**config.mk**
```make
export PLATFORM = sky130hd
export DESIGN_NAME = serial_pattern_generator
export DESIGN_NICKNAME = d
export VERILOG_FILES = /design/src/rtl/serial_pattern_generator_pkg.sv /design/src/rtl/piso_shift_reg.sv /design/src/rtl/serial_pattern_generator.sv
export SDC_FILE = /design/constraint.sdc
export NUM_CORES = 1
export LEC_CHECK = 0
export BUFFER_PORTS_ARGS = -buffer_cell sky130_fd_sc_hd__buf_2
export CORE_MARGIN = 3
export CORE_UTILIZATION = 55
export DETAILED_ROUTE_END_ITERATION = 10
export PLACE_DENSITY = 0.87
export SETUP_SLACK_MARGIN = 0.15
export SYNTH_ARGS = -nofsm -noshare
export SYNTH_HDL_FRONTEND = slang
export SYNTH_SLANG_ARGS = --single-unit
```
**constraint.sdc**
```tcl
create_clock -name clk -period 5 [get_ports clk]
set_clock_uncertainty 0.15 [all_clocks]
set_input_delay 0.5 -clock clk [delete_from_list [all_inputs] [get_ports clk]]
set_output_delay 0.5 -clock clk [all_outputs]
set_load 0.01 [all_outputs]
```
**src/rtl/serial_pattern_generator_pkg.sv**
```systemverilog
// Shared types and defaults for the serial pattern generator.
//   state_e        : FSM state encoding (IDLE / SHIFT / GAP), 2 bits
//   *_DEF          : default parameter values for the top level
//   TEST_FRAME     : default 4-bit frame used to exercise a sequence detector
package serial_pattern_generator_pkg;

  typedef enum logic [1:0] {
    IDLE  = 2'd0,
    SHIFT = 2'd1,
    GAP   = 2'd2
  } state_e;

  localparam int PAT_W_DEF      = 4;
  localparam int CNT_W_DEF      = 4;
  localparam int GAP_CYCLES_DEF = 0;

  localparam logic [3:0] TEST_FRAME = 4'b1010;

endpackage

```
**src/rtl/piso_shift_reg.sv**
```systemverilog
// Parallel-in / serial-out shift register with a pattern copy.
//   clk, rst        : clock, synchronous active-low reset
//   load, shift     : load only  -> capture din into copy and shift register
//                     load+shift -> reload shift register from the copy
//                     shift only -> shift left, zero fill
//   din[W-1:0]      : parallel pattern
//   msb_out         : current MSB of the shift register (flop output)
module piso_shift_reg #(
  parameter int W = 4
) (
  input  logic         clk,
  input  logic         rst,
  input  logic         load,
  input  logic         shift,
  input  logic [W-1:0] din,
  output logic         msb_out
);

  logic [W-1:0] copy_q;
  logic [W-1:0] sr_q;

  always_ff @(posedge clk) begin
    if (!rst) begin
      copy_q <= '0;
      sr_q   <= '0;
    end else if (load && !shift) begin
      copy_q <= din;
      sr_q   <= din;
    end else if (load && shift) begin
      // frame boundary: restart the same pattern
      sr_q   <= copy_q;
    end else if (shift) begin
      sr_q   <= {sr_q[W-2:0], 1'b0};
    end
  end

  assign msb_out = sr_q[W-1];

endmodule

```
**src/rtl/serial_pattern_generator.sv**
```systemverilog
// Serial bit-pattern transmitter. Sends a loaded PAT_W-bit pattern MSB-first,
// load_repeat+1 times, with GAP_CYCLES idle cycles between frames.
//   clk, rst                 : clock, synchronous active-low reset
//   load_valid / load_ready  : load handshake (load_ready is combinational)
//   load_pattern, load_repeat: pattern and repeat count (N -> N+1 frames)
//   abort                    : cancel current transfer, no done pulse
//   x, x_valid, frame_start  : serial data stream
//   busy                     : in SHIFT or GAP
//   done                     : one-cycle pulse after the last bit
module serial_pattern_generator
  import serial_pattern_generator_pkg::*;
#(
  parameter int PAT_W      = PAT_W_DEF,
  parameter int CNT_W      = CNT_W_DEF,
  parameter int GAP_CYCLES = GAP_CYCLES_DEF
) (
  input  logic             clk,
  input  logic             rst,
  input  logic             load_valid,
  output logic             load_ready,
  input  logic [PAT_W-1:0] load_pattern,
  input  logic [CNT_W-1:0] load_repeat,
  input  logic             abort,
  output logic             x,
  output logic             x_valid,
  output logic             frame_start,
  output logic             busy,
  output logic             done
);

  localparam int BW = $clog2(PAT_W);
  // keep a 1-bit counter when there is no gap so the logic still elaborates
  localparam int GW = (GAP_CYCLES > 0) ? $clog2(GAP_CYCLES + 1) : 1;
  localparam logic [BW-1:0] BLAST = BW'(PAT_W - 1);
  localparam logic [GW-1:0] GLAST = GW'((GAP_CYCLES > 0) ? GAP_CYCLES - 1 : 0);

  state_e           state, state_n;
  logic [BW-1:0]    bcnt, bcnt_n;
  logic [CNT_W-1:0] fcnt, fcnt_n;
  logic [GW-1:0]    gcnt, gcnt_n;
  logic             pload, pshift;
  logic             xv_q, fs_q, busy_q, done_q;
  logic             xv_n, fs_n, busy_n, done_n;
  logic             msb;
  logic             accept;

  assign load_ready = rst && (state == IDLE) && !abort;
  assign accept     = load_valid && load_ready;

  piso_shift_reg #(.W(PAT_W)) u_piso (
    .clk     (clk),
    .rst     (rst),
    .load    (pload),
    .shift   (pshift),
    .din     (load_pattern),
    .msb_out (msb)
  );

  // state, counters and output registers
  always_ff @(posedge clk) begin
    if (!rst) begin
      state  <= IDLE;
      bcnt   <= '0;
      fcnt   <= '0;
      gcnt   <= '0;
      xv_q   <= 1'b0;
      fs_q   <= 1'b0;
      busy_q <= 1'b0;
      done_q <= 1'b0;
    end else begin
      state  <= state_n;
      bcnt   <= bcnt_n;
      fcnt   <= fcnt_n;
      gcnt   <= gcnt_n;
      xv_q   <= xv_n;
      fs_q   <= fs_n;
      busy_q <= busy_n;
      done_q <= done_n;
    end
  end

  // next state, counters, shift-register controls
  always_comb begin
    state_n = state;
    bcnt_n  = bcnt;
    fcnt_n  = fcnt;
    gcnt_n  = gcnt;
    pload   = 1'b0;
    pshift  = 1'b0;
    unique case (state)
      IDLE: begin
        if (accept) begin
          state_n = SHIFT;
          bcnt_n  = '0;
          fcnt_n  = load_repeat;
          pload   = 1'b1;
        end
      end
      SHIFT: begin
        if (bcnt == BLAST) begin
          if (fcnt == '0) begin
            state_n = IDLE;
          end else begin
            fcnt_n  = fcnt - 1'b1;
            bcnt_n  = '0;
            gcnt_n  = '0;
            pload   = 1'b1;
            pshift  = 1'b1;
            state_n = (GAP_CYCLES == 0) ? SHIFT : GAP;
          end
        end else begin
          bcnt_n = bcnt + 1'b1;
          pshift = 1'b1;
        end
      end
      GAP: begin
        if (gcnt == GLAST) begin
          state_n = SHIFT;
          bcnt_n  = '0;
        end else begin
          gcnt_n = gcnt + 1'b1;
        end
      end
      default: state_n = IDLE;
    endcase
    // abort overrides everything, including the final-bit transition
    if (abort && state != IDLE) begin
      state_n = IDLE;
      bcnt_n  = '0;
      fcnt_n  = '0;
      gcnt_n  = '0;
      pload   = 1'b0;
      pshift  = 1'b0;
    end
  end

  // next values of the registered outputs
  always_comb begin
    xv_n   = (state_n == SHIFT);
    fs_n   = (state_n == SHIFT) && (bcnt_n == '0);
    busy_n = (state_n != IDLE);
    done_n = (state == SHIFT) && (bcnt == BLAST) && (fcnt == '0) && !abort;
  end

  // msb is itself a flop; gating with the x_valid flop keeps x at 0 outside SHIFT
  assign x           = xv_q & msb;
  assign x_valid     = xv_q;
  assign frame_start = fs_q;
  assign busy        = busy_q;
  assign done        = done_q;

endmodule

```
==> impl_metrics.tcl, run 1 <==
set metrics [dict create \
    async_flop_share_pct 0 \
    synth_edf_count 0 \
    cp_slowest_stage_delay_ps 550 \
    multi_input_area_um2 588 \
    crit_required_ps 5050 \
    rsz0062_at_grt "no" \
    fmax_mhz 498 \
    switchingPower_w 0.0000684 \
    area_delta_synth_final_pct 7.79 \
    grt.overflow.total 0 \
    min_period_ps 2010 \
    reg2reg_from "state[0]" \
    synth_fa_ha_area_share_pct 2.36 \
    clock_latency_ps 300 \
    antenna_found_initial 0 \
    synth-main-ff-cell "dfxtp_1" \
    r2r-end "u_piso.sr_q[2]" \
    placed_area_um2 1120 \
    worstSetupPathType "reg -> reg" \
    finalNetCount 138 \
    ys_types 42 \
    regArea_um2 400 \
    worst-path-stages 4 \
    fin_crit_sh_pct 40.2 \
    synth_compound_area_share_pct 23.1 \
    synth_area_um2 1060 \
    synth.area.mux_share_pct 4.84 \
    initial_utilization_pct 60.1 \
    core_um2 1760 \
    critPathSlowestCell "dfxtp_1" \
    startpoint "state[0]" \
    finalMaxSlewViolations 0 \
    cp-endpoint "u_piso.sr_q[2]" \
    stdcell_area_um2 1140 \
    die_height_um 49.9 \
    yosys.area.top_type "dfxtp_1" \
    end_kind "flop" \
    clk_pin_slew_ps 100 \
    via_count 856 \
    grt_pass1_wl_um 3310 \
    crit_buf_inv 0 \
    drive_gt1_share_pct 23.8 \
    syn-instance-count 107 \
    vias_per_cell 5.82 \
    yosys.area_share.simple_pct 24.8 \
    switching_share_pct 24.7 \
    cts_tree "yes" \
    die_area_um2 2490 \
    crit_chain "nand2b_1 > or3_4 > a2bb2oi_1 > o221a_1" \
    setup_violations 0 \
    seqPwrFrac_pct 61.0 \
    globalplace.congestion 0.823 \
    ir_drop_v 0.000179 \
    diodes 0 \
    pwr-share-clk_pct 26.5 \
    drt_iter0_markers 10 \
    yosysSeqAreaShare_pct 37.8 \
    cts_hold_buf 0 \
    dr.pass1.iters 4 \
    power_w 0.000277 \
    fillerInstances 167 \
    hold_ws_ps 302 \
    grt_max_degree 14 \
    cts_setup_buffers 0 \
    drc 0 \
    cts_buffer_depth 2 \
    synth_top_area_share_pct 37.8 \
    cp.arrival_ps 2060 \
    pin_count 18 \
    detail_route.wl_per_cell_um 13.6 \
    synth.avg_cell_area_um2 9.90 \
    place_hpwl_um 1530 \
    cts_resized 0 \
    holdCritPathClass "in -> reg" \
    rrSetupSlack_ps 2990 \
    fin_setup_tns_ps 0 \
    yosysWarningCount 0 \
    routed_wl_um 2000 \
    grt_util_all_layers_pct 17.0 \
    r2r_cells 4 \
    clock-sinks 20 \
    synth_fp_nets 121 \
    rows 15 \
    cts_buffers 3 \
    max_cap_violations 0 \
    post-route-util_pct 64.8 \
    synth_top_family_by_area "simple AND/OR/NAND/NOR gates" \
    final-hold-violation-count 0 \
    cp_top_family "simple AND/OR/NAND/NOR gates" \
    port-buffer-count 17 \
    p_int_w 0.000209 \
    yosys-top-cells-area "dfxtp_1 38%, mux2i_1 3.8%, a21oi_1 3.3%" \
    ys_ff_latch 20 \
    synth-xor-area-share_pct 0 \
    power_leakage_nw 0.455 \
    critical_path.max_fanout 13 \
    status "complete, no violations" \
    cts-root-buf "clkbuf_4" \
    grt_pass1_vias 796 \
    power.density_nw_per_um2 243 \
    antenna_left 0 \
    startpoint_type "flop" \
    die_x_um 49.9 \
    cts_max_level 1 \
    p_comb_share_pct 12.5 \
]
## worst min-delay path by stage
stage / endpoint / depth (start not counted) / start
2_1_floorplan: bcnt[1] / 2 / bcnt[1]
4_1_cts: u_piso.copy_q[1] / 3 / load_pattern[1]
6_report: u_piso.copy_q[3] / 3 / load_pattern[3]
5_1_grt: u_piso.copy_q[3] / 3 / load_pattern[3]
3_5_place_dp: bcnt[1] / 2 / bcnt[1]
3_3_place_gp: bcnt[1] / 2 / bcnt[1]
## cell usage in the layout (no fill, tap or decap), drive strengths merged, types with 2 or more instances in the layout
master,instances
nor2,9
buf,17
a211oi,2
o21ai,5
dfxtp,20
a21oi,7
nor3b,3
a22o,4
ha,2
nor3,5
nor4,3
nand2b,2
a2bb2oi,4
o221a,3
inv,4
clkbuf,3
nor4b,2
mux2i,4
and2,4
nand2,5
## logic make-up after synthesis
kind of cell	Yosys count
compound gates	31
fa+ha+maj	2
buf+inv	9
flops	20
mux	5
other cells	1
simple gates	39
## cell usage after synthesis, types with 3 or more instances
cell,n
dfxtp_1,20
a21oi_1,7
o221a_1,3
inv_1,4
and2_1,3
o21ai_0,4
a22o_1,3
nand2_1,5
nor3_1,5
mux2i_1,4
nor2_1,9
a2bb2oi_1,4
## power groups by stage
stage          Combinational (W)  Sequential, W   Clock, W
2_1_floorplan          0.0000271       0.000171          0
3_3_place_gp           0.0000333       0.000172          0
3_5_place_dp           0.0000344       0.000173          0
4_1_cts                0.0000347       0.000169  0.0000748
5_1_grt                0.0000383       0.000170  0.0000797
6_report               0.0000347       0.000169  0.0000736
## layer usage
layer / track usage, % / part of all wire [%] / vias to the layer above
met5: 0 / 0 / -
met4: 6.91 / 1.5 / 0
met3: 3.63 / 6.0 / 4
met2: 29.7 / 48 / 28
met1: 19.9 / 45 / 394
li1: - / - / 430
## area by class of cell
class                      instances  area share (%)
clock buffer                       3            1.97
inverter                           4            1.31
multi-input combinational         78            51.5
sequential                        20            35.0
tap                               25            2.74
timing repair buffer              17            7.45
## stage by stage
step	worst slack, ps	std cells
2_1_floorplan	3190	107
5_1_grt	2850	147
3_3_place_gp	3080	144
4_1_cts	3010	147
3_5_place_dp	3010	144
6_report	2990	147
## sequential cells by signal, indices dropped and copies added (netlist names)
register       cells
x_valid            1
u_piso.sr_q        4
fcnt               4
done               1
state              2
u_piso.copy_q      4
frame_start        1
busy               1
bcnt               2
## worst min-delay path, delay by kind of cell
family | cells | cell delay (ps)
simple gates | 1 | 70
buf+inv | 1 | 90
mux | 1 | 60
Note: power is estimated with default switching activity, not from simulation.
==> run 2, diff against run 1 <==
--- a/config.mk
+++ b/config.mk
@@ -7,9 +7,9 @@
 export LEC_CHECK = 0
 export BUFFER_PORTS_ARGS = -buffer_cell sky130_fd_sc_hd__buf_2
 export CORE_MARGIN = 3
-export CORE_UTILIZATION = 55
+export CORE_UTILIZATION = 54
 export DETAILED_ROUTE_END_ITERATION = 10
-export PLACE_DENSITY = 0.87
+export PLACE_DENSITY = 0.86
 export SETUP_SLACK_MARGIN = 0.15
 export SYNTH_ARGS = -nofsm -noshare
 export SYNTH_HDL_FRONTEND = slang
==> constraint.sdc (replaced) <==
create_clock -name clk -period 1.85 [get_ports clk]
set_clock_uncertainty 0.15 [all_clocks]
set_input_delay 0.185 -clock clk [delete_from_list [all_inputs] [get_ports clk]]
set_output_delay 0.185 -clock clk [all_outputs]
set_load 0.01 [all_outputs]
==> run 2 against run 1 <==
Net effect:
- non-clock buffer count rose by 15
- combinational power grew to 3.5 times the previous value
- global-route usage is 2.7 points higher
- first-iteration DRC count increased by 40%
- routed wire length grew 17%
- register-to-register slack worse by 3000 ps
- critical path type unchanged
- largest cell class unchanged
==> impl_metrics.tcl, run 2 (same netlist as run 1, synthesis figures left out) <==
set metrics [dict create \
    setup_violations 0 \
    cts_buffers 3 \
    cts_max_level 1 \
    final-hold-violation-count 0 \
    drive_gt1_share_pct 39.1 \
    layout_commonest_cell "buf_2" \
    regArea_um2 409 \
    rrSetupSlack_ps 40 \
    met3_usage_pct 3.56 \
    pin_count 18 \
    worst_slack_ps 36.4 \
    die_x_um 50.3 \
    fin_crit_sh_pct 98.0 \
    crit_chain "inv_2 > ha_4 > and4bb_2 > or3_4 > a2bb2oi_2 > o221a_1" \
    top_regs "fcnt x4, u_piso.copy_q x4, u_piso.sr_q x4" \
    routed_wl_um 2330 \
    antenna_found_initial 0 \
    end_kind "flop" \
    fmax_mhz 551 \
    crit_required_ps 1900 \
    drc 0 \
    ir_drop_v 0.000663 \
    min_period_ps 1810 \
    finalNetCount 153 \
    cts-root-buf "clkbuf_4" \
    post-route-util_pct 75.1 \
    critPathSlowestCell "or3_4" \
    fillerInstances 106 \
    worstSetupPathType "reg -> reg" \
    initial_utilization_pct 59.4 \
    rsz0062_at_grt "yes" \
    max_cap_violations 0 \
    clock-sinks 20 \
    diodes 0 \
    grt_util_all_layers_pct 19.7 \
    multi_input_area_um2 619 \
    antenna_left 0 \
    place_hpwl_um 1670 \
    die_area_um2 2530 \
    rows 15 \
    cts_buffer_depth 2 \
    pre_cts_ws_ps 27.6 \
    status "complete, no violations" \
    clk_pin_slew_ps 110 \
    power_leakage_nw 0.539 \
    fin_setup_tns_ps 0 \
    area_delta_synth_final_pct 26.3 \
    grt_max_degree 13 \
    top_usage_layer "met2" \
    critical_path.max_fanout 5 \
    final_cell_mix "17 x buf_2, 15 x dfxtp_1, 10 x buf_4" \
    grt_pass1_vias 857 \
    detail_route.wl_per_cell_um 14.3 \
    die_height_um 50.3 \
    cp_slowest_stage_delay_ps 370 \
    port-buffer-count 17 \
    globalRouteMet1Util_pct 27.8 \
    core_um2 1780 \
    cp.arrival_ps 1870 \
    drt_iter0_markers 14 \
    grtUsageMet2_pct 30.2 \
    holdCritPathClass "in -> reg" \
    power_w 0.000930 \
    cts_tree "yes" \
    via_count 940 \
    grt.overflow.total 0 \
    finalMaxSlewViolations 0 \
    startpoint_type "flop" \
    grt_pass1_wl_um 3840 \
    vias_per_cell 5.77 \
    globalplace.congestion 0.839 \
    clock_latency_ps 300 \
    dr.pass1.iters 4 \
    power.density_nw_per_um2 695 \
]
-- run 2: cell types whose count changed in the layout (fill, tap and decap cells not counted), sizes merged --
cell / change
buf: +11
bufinv: +1
dlygate4sd3: +4
-- run 2: final timing paths --
| path | start | cells after the start | end |
|---|---|---|---|
| max reg2reg | fcnt[1] | 6 | u_piso.sr_q[3] |
| max | fcnt[1] | 6 | u_piso.sr_q[3] |
| min | load_repeat[1] | 3 | fcnt[1] |
| min reg2reg | bcnt[1] | 2 | bcnt[1] |
-- run 2: final cells by class --
cell class / instances / share of cell area, %
repair buffers: 32 / 15.8
clock buffers: 3 / 1.68
multi-input cells: 78 / 46.3
flip-flops and latches: 20 / 30.6
inverters: 4 / 1.12
clock inverters: 1 / 2.24
well taps: 25 / 2.34
-- run 2: routing by layer --
layer | vias up | share of wire [%]
met5 | - | 0
met4 | 0 | 1.5
met3 | 5 | 6.4
met2 | 31 | 45
met1 | 441 | 47
li1 | 463 | -
-- run 2: critical path, delay by kind of cell (launching register included) --
| family | cells | cell delay (ps) |
|---|---|---|
| AND/OR/NAND/NOR | 2 | 630 |
| AO/OA/AOI/OAI | 2 | 380 |
| buffers and inverters | 1 | 50 |
| flip-flops | 1 | 350 |
| adder cells (fa/ha/maj) | 1 | 150 |
-- run 2: stage by stage --
step / hold slack [ps] / instances / area (µm²)
detailed placement: 305 / 150 / 1190
CTS: 47.1 / 160 / 1300
global placement: 292 / 150 / 1190
floorplan: 157 / 107 / 1080
finish: 55.2 / 163 / 1340
global route: 60.9 / 163 / 1340
-- run 2: timing repair --
action,4_1_cts,5_1_grt
buffers inserted,2,3
hold buffers,4,0
endpoints found under the hold margin,4,0
setup endpoints to repair,5,15
pin swaps,2,4
resized for setup,2,6
-- run 2: report_power, final --
part / switching (W) / internal, W / total [W]
registers: 0.0000113 / 0.000444 / 0.000456
logic: 0.0000587 / 0.0000623 / 0.000121
clock network: 0.000135 / 0.000219 / 0.000354
total: 0.000205 / 0.000726 / 0.000930
==> run 3, diff against run 2 <==
--- a/config.mk
+++ b/config.mk
@@ -9,7 +9,7 @@
 export CORE_MARGIN = 3
 export CORE_UTILIZATION = 54
 export DETAILED_ROUTE_END_ITERATION = 10
-export PLACE_DENSITY = 0.86
+export PLACE_DENSITY = 0.77
 export SETUP_SLACK_MARGIN = 0.15
 export SYNTH_ARGS = -nofsm -noshare
 export SYNTH_HDL_FRONTEND = slang
==> run 3 against run 2 <==
Net effect:
- sequential share of layout area shrank 0.79 points
- final cell count unchanged
- largest cell class unchanged
- sequential cell count stayed put
- hold slack got worse by 28 ps
- highest routed layer unchanged
- combinational power about the same
- power up 0.88%
- worst setup slack improved by 11 ps
- routed wire length is 1.8% higher
- global-route usage rose by 0.80 points
- largest power group unchanged
- clock power up 2%
- critical path type unchanged
- register-to-register slack is essentially flat
==> impl_metrics.tcl, run 3 (same netlist as run 1, synthesis figures left out) <==
set metrics [dict create \
    die_x_um 50.3 \
    pwr-share-clk_pct 38.3 \
    worst_slack_ps 47.1 \
    cts_buffers 3 \
    min_delay_path_depth 2 \
    critPathSlowestCell "or3_4" \
    switching_share_pct 22.7 \
    holdCritPathClass "in -> reg" \
    switchingPower_w 0.000213 \
    initial_utilization_pct 59.4 \
    die_area_um2 2530 \
    globalplace.congestion 0.742 \
    cts-root-buf "clkbuf_4" \
    drc 0 \
    layout_commonest_cell "buf_2" \
    power.density_nw_per_um2 685 \
    cp_slowest_stage_delay_ps 370 \
    ir_drop_v 0.000471 \
    final-hold-violation-count 0 \
    power_w 0.000939 \
    startpoint_type "flop" \
    min_period_ps 1800 \
    crit_required_ps 1920 \
    grt_max_degree 13 \
    grt_util_all_layers_pct 20.5 \
    crit_buf_inv 1 \
    via_count 931 \
    vias_per_cell 5.71 \
    worst-path-stages 6 \
    post-route-util_pct 76.8 \
    grt.overflow.total 0 \
    area_delta_synth_final_pct 29.3 \
    pre_cts_ws_ps 7.19 \
    diodes 0 \
    p_comb_share_pct 12.8 \
    port-buffer-count 17 \
    top_regs "fcnt x4, u_piso.copy_q x4, u_piso.sr_q x4" \
    p_int_w 0.000726 \
    dr.pass1.iters 4 \
    finalNetCount 153 \
    power_leakage_nw 0.547 \
    pin_count 18 \
    finalMaxSlewViolations 0 \
    cts_max_level 1 \
    antenna_found_initial 0 \
    core_um2 1780 \
    grt_pass1_wl_um 3940 \
    routed_wl_um 2370 \
    rows 15 \
    end_kind "flop" \
    detail_route.wl_per_cell_um 14.5 \
    drt_iter0_markers 21 \
    fin_crit_sh_pct 97.5 \
    status "complete, no violations" \
    setup_violations 0 \
    critical_path.max_fanout 5 \
    cp.arrival_ps 1870 \
    max_cap_violations 0 \
    rsz0062_at_grt "yes" \
    worstSetupPathType "reg -> reg" \
    final_cell_mix "17 x buf_2, 14 x dfxtp_1, 11 x buf_4" \
    crit_chain "inv_2 > ha_4 > and4bb_2 > or3_4 > a2bb2oi_2 > o221a_1" \
    clock-sinks 20 \
    clk_pin_slew_ps 120 \
    antenna_left 0 \
    place_hpwl_um 1640 \
    grt_pass1_vias 892 \
    fmax_mhz 555 \
    fin_setup_tns_ps 0 \
    drive_gt1_share_pct 42.0 \
    cp_top_family "simple AND/OR/NAND/NOR gates" \
    clock_latency_ps 310 \
    cts_buffer_depth 2 \
    r2r_cells 6 \
    cts_tree "yes" \
    die_height_um 50.3 \
    seqPwrFrac_pct 48.9 \
]
## run 3: cell counts in the layout (fill, tap and decap cells not counted)
No cell type changed its count.
## run 3: power by group through the flow
stage | Sequential, W | Clock [W] | Combinational [W]
final | 0.000459 | 0.000360 | 0.000120
after global routing | 0.000461 | 0.000383 | 0.000131
after CTS | 0.000457 | 0.000365 | 0.000111
after detailed placement | 0.000467 | 0 | 0.0000992
after global placement | 0.000467 | 0 | 0.0000956
after floorplan | 0.000462 | 0 | 0.0000751
## run 3: final timing paths
check           from        endpoint  slack, ps
min reg2reg  bcnt[1]         bcnt[1]        340
max reg2reg  fcnt[0]  u_piso.sr_q[2]         50
min              rst  u_piso.sr_q[1]         30
max          fcnt[0]  u_piso.sr_q[2]         50
## run 3: timing repair
item,CTS,global route
gates cloned,0,0
pin swaps,5,8
resized for setup,2,10
hold buffers,4,0
buffers inserted,3,5
endpoints found under the hold margin,5,0
endpoints found under the setup margin,7,15
## run 3: stage by stage
step           cells  instance area (µm²)  hold WS (ps)
5_1_grt          163                 1370          21.6
3_5_place_dp     147                 1170           304
4_1_cts          158                 1290          20.2
3_3_place_gp     147                 1170           290
6_report         163                 1370          27.3
2_1_floorplan    107                 1080           157
## run 3: area by class of cell
type / instances / area (µm²)
flip-flops and latches: 20 / 408
repair buffers: 32 / 208
fillers: 121 / 413
clock inverters: 1 / 30.0
inverters: 4 / 15.0
multi-input cells: 78 / 656
clock buffers: 3 / 22.5
well taps: 25 / 31.3
## run 3: layer usage
layer	up-vias	share of wire, %	GRT usage, %	wire (µm)
li1	461	-	-	-
met2	26	50	34.6	1180
met1	439	43	24.8	1020
met3	5	5.2	3.56	124
met5	-	0	0	0
met4	0	1.8	10.8	42
